File: src/rtl/sfifo_wb_bridge.sv
// sfifo_wb_bridge: Wishbone slave front-end for the servo sync-FIFO, base-period
// tick counter, DOUT set/reset pulse generator and DIN GPIO port.
// A 2-entry prefetch buffer hides FIFO read latency on DI reads; a bounded stall
// counter turns a starved DI read into a zero-data ack plus a sticky underrun flag.
// Optional feature: define SFIFO_WB_DIN_EDGE_EN to add the sticky DIN rising-edge
// register at word offset 5 (otherwise offset 5 reads 0 and no edge logic exists).
module sfifo_wb_bridge #(
    parameter int WB_AW      = 6,
    parameter int WB_DW      = 32,
    parameter int SFIFO_DW   = 16,
    parameter int DOUT_W     = 16,
    parameter int DIN_W      = 32,
    parameter int RD_TIMEOUT = 255
) (
    input  logic                wb_clk_i,
    input  logic                wb_rst_i,
    input  logic                wb_cyc_i,
    input  logic                wb_stb_i,
    input  logic                wb_we_i,
    input  logic [3:0]          wb_sel_i,
    input  logic [WB_AW-3:0]    wb_adr_i,
    input  logic [WB_DW-1:0]    wb_dat_i,
    output logic [WB_DW-1:0]    wb_dat_o,
    output logic                wb_ack_o,
    output logic                sfifo_rd_o,
    input  logic                sfifo_empty_i,
    input  logic [SFIFO_DW-1:0] sfifo_di,
    input  logic                sfifo_bp_tick_i,
    output logic [DOUT_W-1:0]   dout_set_o,
    output logic [DOUT_W-1:0]   dout_rst_o,
    input  logic [DIN_W-1:0]    din_i
);

    localparam int TMO_W = $clog2(RD_TIMEOUT + 1);
    localparam logic [WB_AW-3:0] ADR_BP   = (WB_AW-2)'(0);
    localparam logic [WB_AW-3:0] ADR_CTRL = (WB_AW-2)'(1);
    localparam logic [WB_AW-3:0] ADR_DI   = (WB_AW-2)'(2);
    localparam logic [WB_AW-3:0] ADR_DOUT = (WB_AW-2)'(3);
    localparam logic [WB_AW-3:0] ADR_DIN  = (WB_AW-2)'(4);
    localparam logic [WB_AW-3:0] ADR_EDGE = (WB_AW-2)'(5);

    logic                req_s, di_rd_s, di_hit_s, di_stall_s, tmo_s, ack_d_s;
    logic                ctrl_wr_s, dout_cmd_s, bp_rise_s, empty_s;
    logic [DOUT_W-1:0]   dout_onehot_s;
    logic [WB_DW-1:0]    rdata_s;
    logic [1:0]          occ_nxt_s;
    logic                wr_idx_s;

    logic [SFIFO_DW-1:0] buf_r [2];
    logic                head_r, inflight_r, underrun_r;
    logic [1:0]          occ_r;
    logic [TMO_W-1:0]    tmo_cnt_r;
    logic                bp_s1_r, bp_s2_r, bp_prev_r;
    logic [WB_DW-1:0]    bp_cnt_r;
    logic [WB_DW-1:0]    wb_dat_r;
    logic                wb_ack_r;
    logic [DOUT_W-1:0]   dout_set_r, dout_rst_r;

    assign wb_dat_o   = wb_dat_r;
    assign wb_ack_o   = wb_ack_r;
    assign dout_set_o = dout_set_r;
    assign dout_rst_o = dout_rst_r;

    // A new request is any strobed cycle not already being acknowledged.
    assign req_s      = wb_cyc_i & wb_stb_i & ~wb_ack_r;
    assign di_rd_s    = req_s & ~wb_we_i & (wb_adr_i == ADR_DI);
    assign empty_s    = (occ_r == 2'd0);
    assign di_hit_s   = di_rd_s & ~empty_s;
    assign tmo_s      = di_rd_s & empty_s & (tmo_cnt_r == TMO_W'(RD_TIMEOUT - 1));
    assign di_stall_s = di_rd_s & empty_s & ~tmo_s;
    assign ack_d_s    = (req_s & ~di_rd_s) | di_hit_s | tmo_s;
    assign ctrl_wr_s  = req_s & wb_we_i & (wb_adr_i == ADR_CTRL);
    assign bp_rise_s  = bp_s2_r & ~bp_prev_r;

    // Keep at most two entries buffered, counting the word already requested.
    assign sfifo_rd_o = ~sfifo_empty_i & (({1'b0, occ_r} + {2'b00, inflight_r}) < 3'd2);
    assign wr_idx_s   = head_r ^ occ_r[0];

    // DOUT command decode: enabled, byte lane 0 selected, index in range.
    assign dout_cmd_s    = req_s & wb_we_i & (wb_adr_i == ADR_DOUT) & wb_sel_i[0] &
                           wb_dat_i[7] & (32'(wb_dat_i[5:0]) < DOUT_W);
    assign dout_onehot_s = DOUT_W'(1'b1) << wb_dat_i[5:0];

`ifdef SFIFO_WB_DIN_EDGE_EN
    logic [DIN_W-1:0] din_prev_r, din_edge_r, edge_clr_s;
    assign edge_clr_s = (req_s & wb_we_i & (wb_adr_i == ADR_EDGE)) ? wb_dat_i[DIN_W-1:0]
                                                                     : {DIN_W{1'b0}};

    // Sticky rising-edge capture; a new edge beats a same-cycle clear.
    always_ff @(posedge wb_clk_i or posedge wb_rst_i) begin
        if (wb_rst_i) begin
            din_prev_r <= {DIN_W{1'b0}};
            din_edge_r <= {DIN_W{1'b0}};
        end else begin
            din_prev_r <= din_i;
            din_edge_r <= (din_edge_r & ~edge_clr_s) | (din_i & ~din_prev_r);
        end
    end
`endif

    // Buffer occupancy after this cycle's push (landing word) and pop (DI hit).
    always_comb begin
        occ_nxt_s = occ_r;
        case ({inflight_r, di_hit_s})
            2'b10:   occ_nxt_s = occ_r + 2'd1;
            2'b01:   occ_nxt_s = occ_r - 2'd1;
            default: occ_nxt_s = occ_r;
        endcase
    end

    // Prefetch buffer: capture the FIFO word the cycle after the pop, pop at head.
    always_ff @(posedge wb_clk_i or posedge wb_rst_i) begin
        if (wb_rst_i) begin
            buf_r[0]   <= {SFIFO_DW{1'b0}};
            buf_r[1]   <= {SFIFO_DW{1'b0}};
            head_r     <= 1'b0;
            occ_r      <= 2'd0;
            inflight_r <= 1'b0;
        end else begin
            if (inflight_r) begin
                buf_r[wr_idx_s] <= sfifo_di;
            end
            if (di_hit_s) begin
                head_r <= ~head_r;
            end
            occ_r      <= occ_nxt_s;
            inflight_r <= sfifo_rd_o;
        end
    end

    // Stall counter for starved DI reads; cleared by any ack or an aborted read.
    always_ff @(posedge wb_clk_i or posedge wb_rst_i) begin
        if (wb_rst_i) begin
            tmo_cnt_r <= TMO_W'(0);
        end else if (di_stall_s) begin
            tmo_cnt_r <= tmo_cnt_r + TMO_W'(1);
        end else begin
            tmo_cnt_r <= TMO_W'(0);
        end
    end

    // Sticky underrun: a timeout in the same cycle as a write-1-clear wins.
    always_ff @(posedge wb_clk_i or posedge wb_rst_i) begin
        if (wb_rst_i) begin
            underrun_r <= 1'b0;
        end else if (tmo_s) begin
            underrun_r <= 1'b1;
        end else if (ctrl_wr_s & wb_dat_i[1]) begin
            underrun_r <= 1'b0;
        end else begin
            underrun_r <= underrun_r;
        end
    end

    // Base-period tick: synchronise, detect rising edge, count (wraps naturally).
    always_ff @(posedge wb_clk_i or posedge wb_rst_i) begin
        if (wb_rst_i) begin
            bp_s1_r   <= 1'b0;
            bp_s2_r   <= 1'b0;
            bp_prev_r <= 1'b0;
            bp_cnt_r  <= {WB_DW{1'b0}};
        end else begin
            bp_s1_r   <= sfifo_bp_tick_i;
            bp_s2_r   <= bp_s1_r;
            bp_prev_r <= bp_s2_r;
            if (bp_rise_s) begin
                bp_cnt_r <= bp_cnt_r + WB_DW'(1);
            end
        end
    end

    // Read data mux; a starved DI read (timeout) returns zero.
    always_comb begin
        rdata_s = {WB_DW{1'b0}};
        if (!wb_we_i) begin
            case (wb_adr_i)
                ADR_BP:   rdata_s = bp_cnt_r;
                ADR_CTRL: rdata_s = WB_DW'({occ_r, underrun_r, empty_s});
                ADR_DI:   rdata_s = empty_s ? {WB_DW{1'b0}} : WB_DW'(buf_r[head_r]);
                ADR_DIN:  rdata_s = WB_DW'(din_i);
`ifdef SFIFO_WB_DIN_EDGE_EN
                ADR_EDGE: rdata_s = WB_DW'(din_edge_r);
`endif
                default:  rdata_s = {WB_DW{1'b0}};
            endcase
        end else begin
            rdata_s = {WB_DW{1'b0}};
        end
    end

    // Registered bus response: single-cycle ack with data, zero otherwise.
    always_ff @(posedge wb_clk_i or posedge wb_rst_i) begin
        if (wb_rst_i) begin
            wb_ack_r <= 1'b0;
            wb_dat_r <= {WB_DW{1'b0}};
        end else begin
            wb_ack_r <= ack_d_s;
            wb_dat_r <= ack_d_s ? rdata_s : {WB_DW{1'b0}};
        end
    end

    // DOUT pulses last exactly one cycle; set and reset are mutually exclusive.
    always_ff @(posedge wb_clk_i or posedge wb_rst_i) begin
        if (wb_rst_i) begin
            dout_set_r <= {DOUT_W{1'b0}};
            dout_rst_r <= {DOUT_W{1'b0}};
        end else if (dout_cmd_s) begin
            dout_set_r <= wb_dat_i[6] ? dout_onehot_s : {DOUT_W{1'b0}};
            dout_rst_r <= wb_dat_i[6] ? {DOUT_W{1'b0}} : dout_onehot_s;
        end else begin
            dout_set_r <= {DOUT_W{1'b0}};
            dout_rst_r <= {DOUT_W{1'b0}};
        end
    end

endmodule
File: config.mk
export PLATFORM = sky130hd
export DESIGN_NAME = sfifo_wb_bridge
export DESIGN_NICKNAME = d
export VERILOG_FILES = /design/src/rtl/sfifo_wb_bridge.sv
export SDC_FILE = /design/constraint.sdc
export NUM_CORES = 1
export LEC_CHECK = 0
export BUFFER_PORTS_ARGS = -buffer_cell sky130_fd_sc_hd__buf_2
export CORE_ASPECT_RATIO = 0.8
export CORE_MARGIN = 3
export CORE_UTILIZATION = 49
export CTS_BUF_LIST = sky130_fd_sc_hd__clkbuf_8
export DETAILED_ROUTE_END_ITERATION = 10
export HOLD_SLACK_MARGIN = 0.15
export PLACE_DENSITY_LB_ADDON = 0.2
export SYNTH_ARGS = -nofsm -noshare
export SYNTH_HDL_FRONTEND = slang
export SYNTH_SLANG_ARGS = --single-unit
File: constraint.sdc
create_clock -name wb_clk_i -period 4.8 [get_ports wb_clk_i]
set_clock_uncertainty 0.1 [all_clocks]
set_input_delay 0.96 -clock wb_clk_i [delete_from_list [all_inputs] [get_ports wb_clk_i]]
set_output_delay 0.96 -clock wb_clk_i [all_outputs]
set_load 0.005 [all_outputs]
==> results of run 1 <==
## layer usage
layer	routed length [um]	global-route usage (%)	vias to the layer above	part of all wire, %
li1	-	-	1973	-
met1	6010	29.4	2101	45
met2	6190	31.8	157	46
met3	926	5.95	28	6.9
met4	308	8.40	4	2.3
met5	14	0	-	0.10
## critical path: stages
cell    delay (ns)
buf_2         0.15
or4b_4        0.59
nor2_4        0.38
and2_1        0.25
ha_1          0.27
nor2_1        0.14
xor2_1        0.14
## worst paths after layout
| check | startpoint | endpoint | slack [ns] | cells after the start |
|---|---|---|---|---|
| max in group asynchronous | wb_rst_i | dout_rst_o[15] | 3.17 | 3 |
| worst max register to register | head_r | buf_r[23] | 2.37 | 3 |
| worst min register to register | bp_s1_r | bp_s2_r | 0.27 | 0 |
| min in group asynchronous | wb_rst_i | buf_r[24] | 0.55 | 2 |
| worst min-delay path | bp_s1_r | bp_s2_r | 0.27 | 0 |
| worst max-delay path | wb_adr_i[0] | occ_r[1] | 2.20 | 7 |
## layout by cell type (no fill, tap or decap), drive strengths merged, types with 2 or more instances in the layout
master / instances
clkinv: 4
mux2: 49
inv: 9
nor2b: 5
nand4: 10
nand2: 24
nor2: 77
clkinvlp: 3
nand3: 23
buf: 137
nor3: 4
and3: 12
dfrtp: 145
a222oi: 16
xnor2: 26
nor3b: 3
xor2: 16
a21oi: 4
ha: 4
bufinv: 2
nor4b: 2
a22oi: 16
and2: 4
clkbuf: 17
and4: 8
## flip-flops by register name (all words and copies together) (netlist names), 2 cells and up
register / flops
buf_r: 32
wb_dat_o: 32
dout_set_o: 16
tmo_cnt_r: 8
bp_cnt_r: 32
dout_rst_o: 16
occ_r: 2
## Yosys cell counts, drive strengths merged, types with 5 or more instances
| library cell | n | area [um2] |
|---|---|---|
| a222oi | 16 | 160 |
| a22oi | 16 | 120 |
| and3 | 12 | 75.1 |
| and4 | 8 | 70.1 |
| buf | 13 | 88.8 |
| clkbuf | 6 | 22.5 |
| dfrtp | 145 | 3630 |
| mux2 | 49 | 552 |
| nand2 | 24 | 90.1 |
| nand3 | 23 | 120 |
| nand4 | 10 | 62.6 |
| nor2 | 77 | 297 |
| nor2b | 5 | 31.3 |
| xnor2 | 26 | 228 |
| xor2 | 16 | 140 |
## logic make-up (layout without fill, tap and decap cells)
family	count (synthesis)	count (layout)	synth area share, %
other	0	1	0
muxes	49	49	9.30
and+or+nand+nor	176	176	14.9
AOI/OAI and AO/OA	39	39	5.40
buffers and inverters	22	172	2.07
xor gates and xnor gates	42	42	6.20
DFF	145	145	61.1
adders and majority gates	5	5	1.01
## per-stage QoR
step           instance area, um2  total power, mW  setup WS, ns  hold slack [ns]  std cells
3_5_place_dp                 6740             2.09          1.75            0.247        744
2_1_floorplan                5940             1.93          1.92            0.231        478
4_1_cts                      7150             3.07          2.22            0.271        776
5_1_grt                      7150             3.21          2.11            0.292        777
6_report                     7150             3.05          2.20            0.267        777
3_3_place_gp                 6740             2.05          1.77            0.236        744
## layout make-up
class	count	share of cell area [%]
clock buffers	17	3.27
inverters	3	0.210
well taps	148	2.59
flip-flops and latches	145	50.8
multi-input cells	311	30.8
diodes	1	0.0350
repair buffers	137	9.91
clock inverters	15	2.45
## report_power, final
| part | internal (mW) | switching (mW) |
|---|---|---|
| registers | 1.40 | 0.148 |
| logic | 0.299 | 0.208 |
| clock network | 0.479 | 0.515 |
| total | 2.18 | 0.871 |
==> out/results.env, run 1 <==
ASYNCSETRESETFLOPFRACSYNTH_PCT=100
YOSYS_WARNINGS=0
CTS-ROOT-BUF='clkbuf_8'
IO-PIN-COUNT=161
FINALCRITPERIODSHARE_PCT=54.2
WORST_SETUP_PATH_START_KIND='input pin'
RUN_STATUS='finished clean'
POST_SYNTH_INSTANCE_AREA_MM2=0.00594
SYNTH-MAIN-FF-CELL='dfrtp_1'
TIMING.FINAL.CRIT_PERIOD_NS=2.60
LAYOUT.FILLER_CELLS=983
VIAS_PER_CELL=5.49
CTS_RESIZED=0
SIGNED_AREA_CHANGE_FROM_THE_SYNTHESIZED_NETLIST_TO_THE_FINAL_LAYOUT_PCT=20.4
H-TREE-DEPTH=4
OVERFLOW=0
TIMING.HOLD.WORST.CLASS='flop to flop'
DIE_HEIGHT_UM=104
TIMING_HOLD_VIOLATIONS_FINAL=0
FLOORPLAN.ROWS=35
MAX_CLOCK_FREQ_MHz=385
GROUTE.USAGE.OVERALL_PCT=21.3
POST_ROUTE_CELLS_DRIVE_ABOVE_1_SHARE_PCT=35.8
TOTAL_VIA_COUNT_AFTER_DETAILED_ROUTING=4263
GRT_FIRST_PASS_WIRELENGTH_UM=22400
REQUIRED_NS=5.08
FIRST_PASS_ITERS=6
CTS_TREE='done'
SYN_AVG_CELL_AREA_UM2=12.4
DIE_AREA_MM2=0.0135
DIE_W_UM=129
GPL.FINAL_WEIGHTED_CONGESTION=0.778
GRT_ANTENNA_BEFORE_REPAIR=3
FINALCOREUTILIZATION_PCT=61.1
POST_CTS_REPAIR_SETUP_BUFFERS=0
FINAL_ANTENNA_NET_COUNT=0
POWER_DENSITY_mW_PER_MM2=426
FINISH.NET_COUNT=714
RSZ0062_AT_GRT='no'
VIA_COUNT_OF_THE_FIRST_GLOBAL_ROUTING_PASS=4429
CRIT_FANOUT=17
LEAKAGEPOWER_nW=3.45
POSTSYNTHNETCOUNT=577
PLACEABLECOREAREA_MM2=0.0117
TIGHTEST_SLEW_NS=1.15
FLOORPLAN.INITIALDENSITY_PCT=50.8
FINAL-SEQ-AREA_MM2=0.00363
CRIT_END_CATEGORY='flop'
YOSYS_REGISTER_BITS=145
INSERTION_DELAY_NS=0.45
PLACE.PORT_BUFFERS=133
VDD_DROP_MAX_uV=269
CLASS_OF_THE_MOST_CRITICAL_SETUP_PATH='input pin to flop'
REPORT.FINAL.SLEW_VIOL_COUNT=0
HOLDBUFCOUNTCTS=0
NETLIST-CELL-TYPE-COUNT=36
ROUTE.DETAILED.DRC=0
DETAIL_ROUTE.ITER0.VIOLATIONS=340
SYN_INST=478
TRITONCTS_NUM_SINKS=145
SETUP_VIOL_COUNT_FINAL=0
DP_HPWL_UM=9600
TOTAL_WIRE_LENGTH_UM=13500
SEQUENTIAL_FRACTION_OF_THE_SYNTHESIS_AREA_PCT=61.1
CLK_PIN_SLEW_NS=0.09
GRT_MAX_DEGREE=76
SETUP_TOTAL_NEG_SLACK_NS=0
MULTI_INPUT_AREA_MM2=0.00220
WORST_MAX_SLEW_MARGIN_EXPRESSED_RELATIVE_TO_THE_LIMIT_PCT=23.1
CAP_VIOLATIONS=0
CLOCKBUFFERDEPTH=2
DRT-WIRELENGTH-PER-CELL_UM=17.3
CRIT_ARRIVAL_NS=2.88
NUMBER_OF_ENABLE_FLIP_FLOP_CELLS_AFTER_SYNTHESIS=0
CTS_BUFFERS=17
(Power assumes the default switching activity.)
==> run 2: changes to the inputs <==
- clock period: 4.8 -> 2.15 ns (I/O delays scaled with it)
==> out/results.env, run 2 (synthesis results as in run 1) <==
MOST_COMMON_CELL_AFTER_LAYOUT_FILL_AND_TAPS_ASIDE='dfrtp_1'
CRITICAL-PATH-TOP-CELL-BY-COUNT='and4_1'
LEAKAGEPOWER_nW=3.68
DPL_CELL_AREA_MM2=0.00689
CLASS_OF_THE_MOST_CRITICAL_SETUP_PATH='flop to flop'
CRIT_END_CATEGORY='flop'
VIAS_PER_CELL=5.35
REPORT.FINAL.SLEW_VIOL_COUNT=0
POSTLAYOUTCELLAREA_MM2=0.00767
FINAL-SEQ-AREA_MM2=0.00363
GRT_MAX_DEGREE=94
MAX_CLOCK_FREQ_MHz=503
FIRST_PASS_ITERS=6
FINAL_ANTENNA_NET_COUNT=0
H-TREE-DEPTH=4
FINALCRITPERIODSHARE_PCT=92.4
WORST_SETUP_PATH_START_KIND='flop'
INSERTION_DELAY_NS=0.44
POST_ROUTE_CELLS_DRIVE_ABOVE_1_SHARE_PCT=35.4
TIMING.CRITICAL_PATH.SLOWEST_CELL_DELAY_NS=0.45
FLOORPLAN.ROWS=35
CLOCKBUFFERDEPTH=2
RSZ0062_AT_GRT='no'
VDD_DROP_MAX_uV=607
GPL.FINAL_WEIGHTED_CONGESTION=0.819
MULTI_INPUT_AREA_MM2=0.00220
NET-SWITCHING-POWER_mW=1.90
TIMING.HOLD.WORST.CLASS='input pin to flop'
CRIT_FANOUT=9
INSERTEDDIODECOUNT=0
TRITONCTS_NUM_SINKS=145
WORST_SETUP_PATH_STARTPOINT='bp_cnt_r[14]'
POWER_DENSITY_mW_PER_MM2=899
SWSHARE_PCT=27.6
R2R_CELLS=5
FINAL_CELL_MIX='dfrtp_1 (145), buf_2 (133), nor2_1 (76)'
TIMING.FINAL.CRIT_PERIOD_NS=1.99
CAP_VIOLATIONS=0
DIE_AREA_MM2=0.0135
FLOORPLAN.INITIALDENSITY_PCT=50.8
CRIT_ARRIVAL_NS=2.21
TOTAL_WIRE_LENGTH_UM=13800
GRT_FIRST_PASS_WIRELENGTH_UM=22700
PLACE.PORT_BUFFERS=133
DIE_W_UM=129
TIGHTEST_SLEW_NS=0.571
DRT-WIRELENGTH-PER-CELL_UM=16.8
GRT_ANTENNA_BEFORE_REPAIR=0
DP_HPWL_UM=9740
WORST_PATH_CELL_CHAIN='and4_1 > and4_1 > and4_1 > nand4_1 > xnor2_1'
IO-PIN-COUNT=161
R2R-END='bp_cnt_r[30]'
CTS-ROOT-BUF='clkbuf_8'
GROUTE.USAGE.OVERALL_PCT=21.5
TIMING_HOLD_VIOLATIONS_FINAL=0
SETUP_VIOL_COUNT_FINAL=0
REG_POWER_SHARE_PCT=49.7
R2R_SETUP_SLACK_NS=0.16
RUN_STATUS='finished clean'
SIGNED_AREA_CHANGE_FROM_THE_SYNTHESIZED_NETLIST_TO_THE_FINAL_LAYOUT_PCT=29.2
REQUIRED_NS=2.38
OVERFLOW=0
INTERNAL_POWER_COMPONENT_mW=4.99
COMBPWRFRAC_PCT=18.5
FINISH.NET_COUNT=764
WORST_MAX_SLEW_MARGIN_EXPRESSED_RELATIVE_TO_THE_LIMIT_PCT=61.7
POWER.SHARE.CLOCK_PCT=31.8
PLACEABLECOREAREA_MM2=0.0117
DIE_HEIGHT_UM=104
DETAIL_ROUTE.ITER0.VIOLATIONS=320
CTS_TREE='done'
CRIT_PATH_END='bp_cnt_r[30]'
CRITICAL_PATH.SLOWEST_CELL='dfrtp_1'
CRITICAL_PATH.REG2REG.STARTPOINT='bp_cnt_r[14]'
CLK_PIN_SLEW_NS=0.08
ROUTE.DETAILED.DRC=0
TOTAL_VIA_COUNT_AFTER_DETAILED_ROUTING=4423
VIA_COUNT_OF_THE_FIRST_GLOBAL_ROUTING_PASS=4512
HOLD-WORST-SLACK_NS=0.171
LAYOUT.FILLER_CELLS=908
CTS_BUFFERS=17
## run 2: worst max-delay path, delay by kind of cell (launching register included)
family | cells | cell delay (ns)
xor+xnor | 1 | 0.16
flops | 1 | 0.45
simple gates | 4 | 1.16
## run 2: per-stage QoR
step	instances	total power [mW]	setup TNS, ns	worst slack, ns	util [%]
2_1_floorplan	478	4.30	-28.86	-0.199	-
3_3_place_gp	758	4.62	0	0.0448	58.9
3_5_place_dp	758	4.71	0	0.0221	58.9
4_1_cts	825	6.95	0	0.0994	65.5
5_1_grt	826	7.26	0	0.0623	65.6
6_report	826	6.90	0	0.164	65.6
## run 2: worst min path at each step
stage          slack [ns]      start  cells after the start      endpoint
4_1_cts              0.15  din_i[17]                      3  wb_dat_o[17]
5_1_grt              0.17  din_i[17]                      3  wb_dat_o[17]
6_report             0.17  din_i[10]                      3  wb_dat_o[10]
2_1_floorplan        0.23    bp_s1_r                      0       bp_s2_r
3_3_place_gp         0.24    bp_s1_r                      0       bp_s2_r
3_5_place_dp         0.24    bp_s1_r                      0       bp_s2_r
## run 2: final cells by class
class                      count  area share [%]
inverter                       3           0.196
timing repair buffer         187            16.0
clock inverter                13            1.97
tap                          148            2.41
sequential                   145            47.3
clock buffer                  19            3.41
multi-input combinational    311            28.7
## run 2: routing by layer
metal	wire [um]	vias up	part of all wire, %	GRT usage, %
met5	0	-	0	0
met4	125	0	0.90	5.10
met3	906	12	6.5	6.01
met2	6560	148	47	33.9
met1	6240	2196	45	29.6
li1	-	2067	-	-
## run 2: what timing repair did
action	4_1_cts	5_1_grt
endpoints found under the hold margin	194	1
endpoints found under the setup margin	0	1
hold buffers	35	1
setup buffers	0	0
gates resized for setup	0	1
## run 2: power by group through the flow
stage | registers, mW | clock network, mW | logic [mW]
2_1_floorplan | 3.35 | 0 | 0.952
3_3_place_gp | 3.44 | 0 | 1.19
3_5_place_dp | 3.47 | 0 | 1.24
4_1_cts | 3.42 | 2.23 | 1.29
5_1_grt | 3.49 | 2.36 | 1.41
6_report | 3.43 | 2.19 | 1.27
==> run 3: changes to the inputs <==
- CORE_ASPECT_RATIO: 0.8 -> 1.2
==> out/results.env, run 3 (synthesis results as in run 1) <==
SETUP_VIOL_COUNT_FINAL=0
MAX_CLOCK_FREQ_MHz=495
WORST_MAX_SLEW_MARGIN_EXPRESSED_RELATIVE_TO_THE_LIMIT_PCT=64.0
PLACEABLECOREAREA_MM2=0.0117
TIMING.FINAL.CRIT_PERIOD_NS=2.02
FINALCRITPERIODSHARE_PCT=94.0
CRIT_END_CATEGORY='primary output'
TIMING_HOLD_VIOLATIONS_FINAL=0
REQUIRED_NS=1.62
FINAL-SEQ-AREA_MM2=0.00363
CRITICAL_PATH.SLOWEST_CELL='dlygate4sd3_1'
CTS_TREE='done'
CRIT_FANOUT=2
INTERNAL_POWER_COMPONENT_mW=5.00
CTS_BUFFERS=17
FINALCOREUTILIZATION_PCT=66.7
PLACE.PORT_BUFFERS=133
TOTAL_VIA_COUNT_AFTER_DETAILED_ROUTING=4468
VIA_COUNT_OF_THE_FIRST_GLOBAL_ROUTING_PASS=4674
FIRST_PASS_ITERS=5
TIGHTEST_SLEW_NS=0.541
CLOCKBUFFERDEPTH=2
POST_CTS_REPAIR_SETUP_BUFFERS=0
CLASS_OF_THE_MOST_CRITICAL_SETUP_PATH='input pin to primary output'
POST_ROUTE_CELLS_DRIVE_ABOVE_1_SHARE_PCT=35.3
CRIT_ARRIVAL_NS=1.49
GPL.FINAL_WEIGHTED_CONGESTION=0.790
FIN_TOTAL_PWR_mW=6.95
WORST_PATH_CELL_CHAIN='dlygate4sd3_1 > buf_2 > a211oi_2 > buf_2'
POWER_DENSITY_mW_PER_MM2=892
TRITONCTS_NUM_SINKS=145
FLOORPLAN.ROWS=43
RUN_STATUS='finished clean'
DIE_W_UM=106
VDD_DROP_MAX_uV=457
MOST_COMMON_CELL_AFTER_LAYOUT_FILL_AND_TAPS_ASIDE='dfrtp_1'
WORST_SETUP_PATH_START_KIND='input pin'
INSERTION_DELAY_NS=0.45
LAYOUT.FILLER_CELLS=907
H-TREE-DEPTH=4
IO-PIN-COUNT=161
MULTI_INPUT_AREA_MM2=0.00220
TIMING.CRITICAL_PATH.MAX_DELAY_FAMILY='buffers and inverters'
REPORT.FINAL.SLEW_VIOL_COUNT=0
LEAKAGEPOWER_nW=3.74
FINAL_CELL_MIX='dfrtp_1 (145), buf_2 (133), nor2_1 (76)'
GRT_ANTENNA_BEFORE_REPAIR=1
VIAS_PER_CELL=5.26
SIGNED_AREA_CHANGE_FROM_THE_SYNTHESIZED_NETLIST_TO_THE_FINAL_LAYOUT_PCT=31.3
GROUTE.USAGE.OVERALL_PCT=21.6
COMBPWRFRAC_PCT=18.9
DRT-WIRELENGTH-PER-CELL_UM=16.4
DETAIL_ROUTE.ITER0.VIOLATIONS=388
DIE_AREA_MM2=0.0135
ROUTE.DETAILED.DRC=0
SWSHARE_PCT=28.0
CAP_VIOLATIONS=0
TIMING.HOLD.WORST.CLASS='input pin to flop'
DP_HPWL_UM=10000
FINAL_ANTENNA_NET_COUNT=0
REG_POWER_SHARE_PCT=49.1
FINISH.NET_COUNT=778
CLK_PIN_SLEW_NS=0.07
FLOORPLAN.INITIALDENSITY_PCT=50.8
GRT_MAX_DEGREE=71
CRITICAL_PATH_BUF_INV_COUNT=3
POWER.SHARE.CLOCK_PCT=32.0
TIMING.CRITICAL_PATH.SLOWEST_CELL_DELAY_NS=0.54
NET-SWITCHING-POWER_mW=1.95
DIE_HEIGHT_UM=127
GRT_FIRST_PASS_WIRELENGTH_UM=22800
OVERFLOW=0
CRITICAL-PATH-TOP-CELL-BY-COUNT='buf_2'
RSZ0062_AT_GRT='no'
TOTAL_WIRE_LENGTH_UM=13900
CTS-ROOT-BUF='clkbuf_8'
## run 3: final timing paths
| path | cells past startpoint | from | to | slack (ns) |
|---|---|---|---|---|
| worst min register to register | 0 | bp_s1_r | bp_s2_r | 0.26 |
| worst max register to register | 5 | bp_cnt_r[14] | bp_cnt_r[25] | 0.26 |
| min in group asynchronous | 4 | wb_rst_i | buf_r[15] | 0.56 |
| worst max-delay path | 4 | sfifo_empty_i | sfifo_rd_o | 0.13 |
| max in group asynchronous | 4 | wb_rst_i | tmo_cnt_r[4] | 0.92 |
| worst min-delay path | 3 | din_i[5] | wb_dat_o[5] | 0.19 |
## run 3: area by class of cell
cell class / instances / area share, %
flip-flops and latches: 145 / 46.6
clock inverters: 14 / 2.15
multi-input cells: 311 / 28.3
repair buffers: 201 / 17.1
well taps: 157 / 2.52
clock buffers: 18 / 3.18
inverters: 3 / 0.193
diodes: 1 / 0.0321
## run 3: repair_timing
action                                  CTS  global route
endpoints found under the hold margin   206             0
resized for setup                         0             1
endpoints found under the setup margin    0             1
hold buffers                             46             0
## run 3: worst reg2reg max path, delay by kind of cell, from the launching register on
| family | cells | cell delay [ns] |
|---|---|---|
| xor gates and xnor gates | 1 | 0.15 |
| DFF | 1 | 0.45 |
| and+or+nand+nor | 4 | 1.09 |
## run 3: metrics by stage
stage / hold WS (ns) / instance area [um2] / setup slack [ns] / setup TNS (ns) / cells
final: 0.194 / 7790 / 0.130 / 0 / 850
after global routing: 0.186 / 7790 / 0.0930 / 0 / 850
after CTS: 0.163 / 7780 / 0.0286 / 0 / 849
after detailed placement: 0.242 / 6910 / -0.00249 / -0.00249 / 771
after global placement: 0.233 / 6910 / 0.0383 / 0 / 771
after floorplan: 0.231 / 5940 / -0.199 / -28.86 / 478
## run 3: power groups by stage
stage / Sequential (mW) / Clock, mW / Combinational (mW)
floorplan: 3.35 / 0 / 0.952
global placement: 3.42 / 0 / 1.20
detailed placement: 3.46 / 0 / 1.25
CTS: 3.41 / 2.27 / 1.32
global route: 3.47 / 2.37 / 1.43
finish: 3.41 / 2.22 / 1.31
## run 3: metal layers
layer  vias up  part of all wire, %  GRT usage [%]  routed length [um]
met2       151                   51           37.2                7150
met1      2202                   41           26.1                5680
li1       2088                    -              -                   -
met3        27                  5.4           4.89                 755
met4         0                  2.6           9.03                 363
met5         -                    0              0                   0
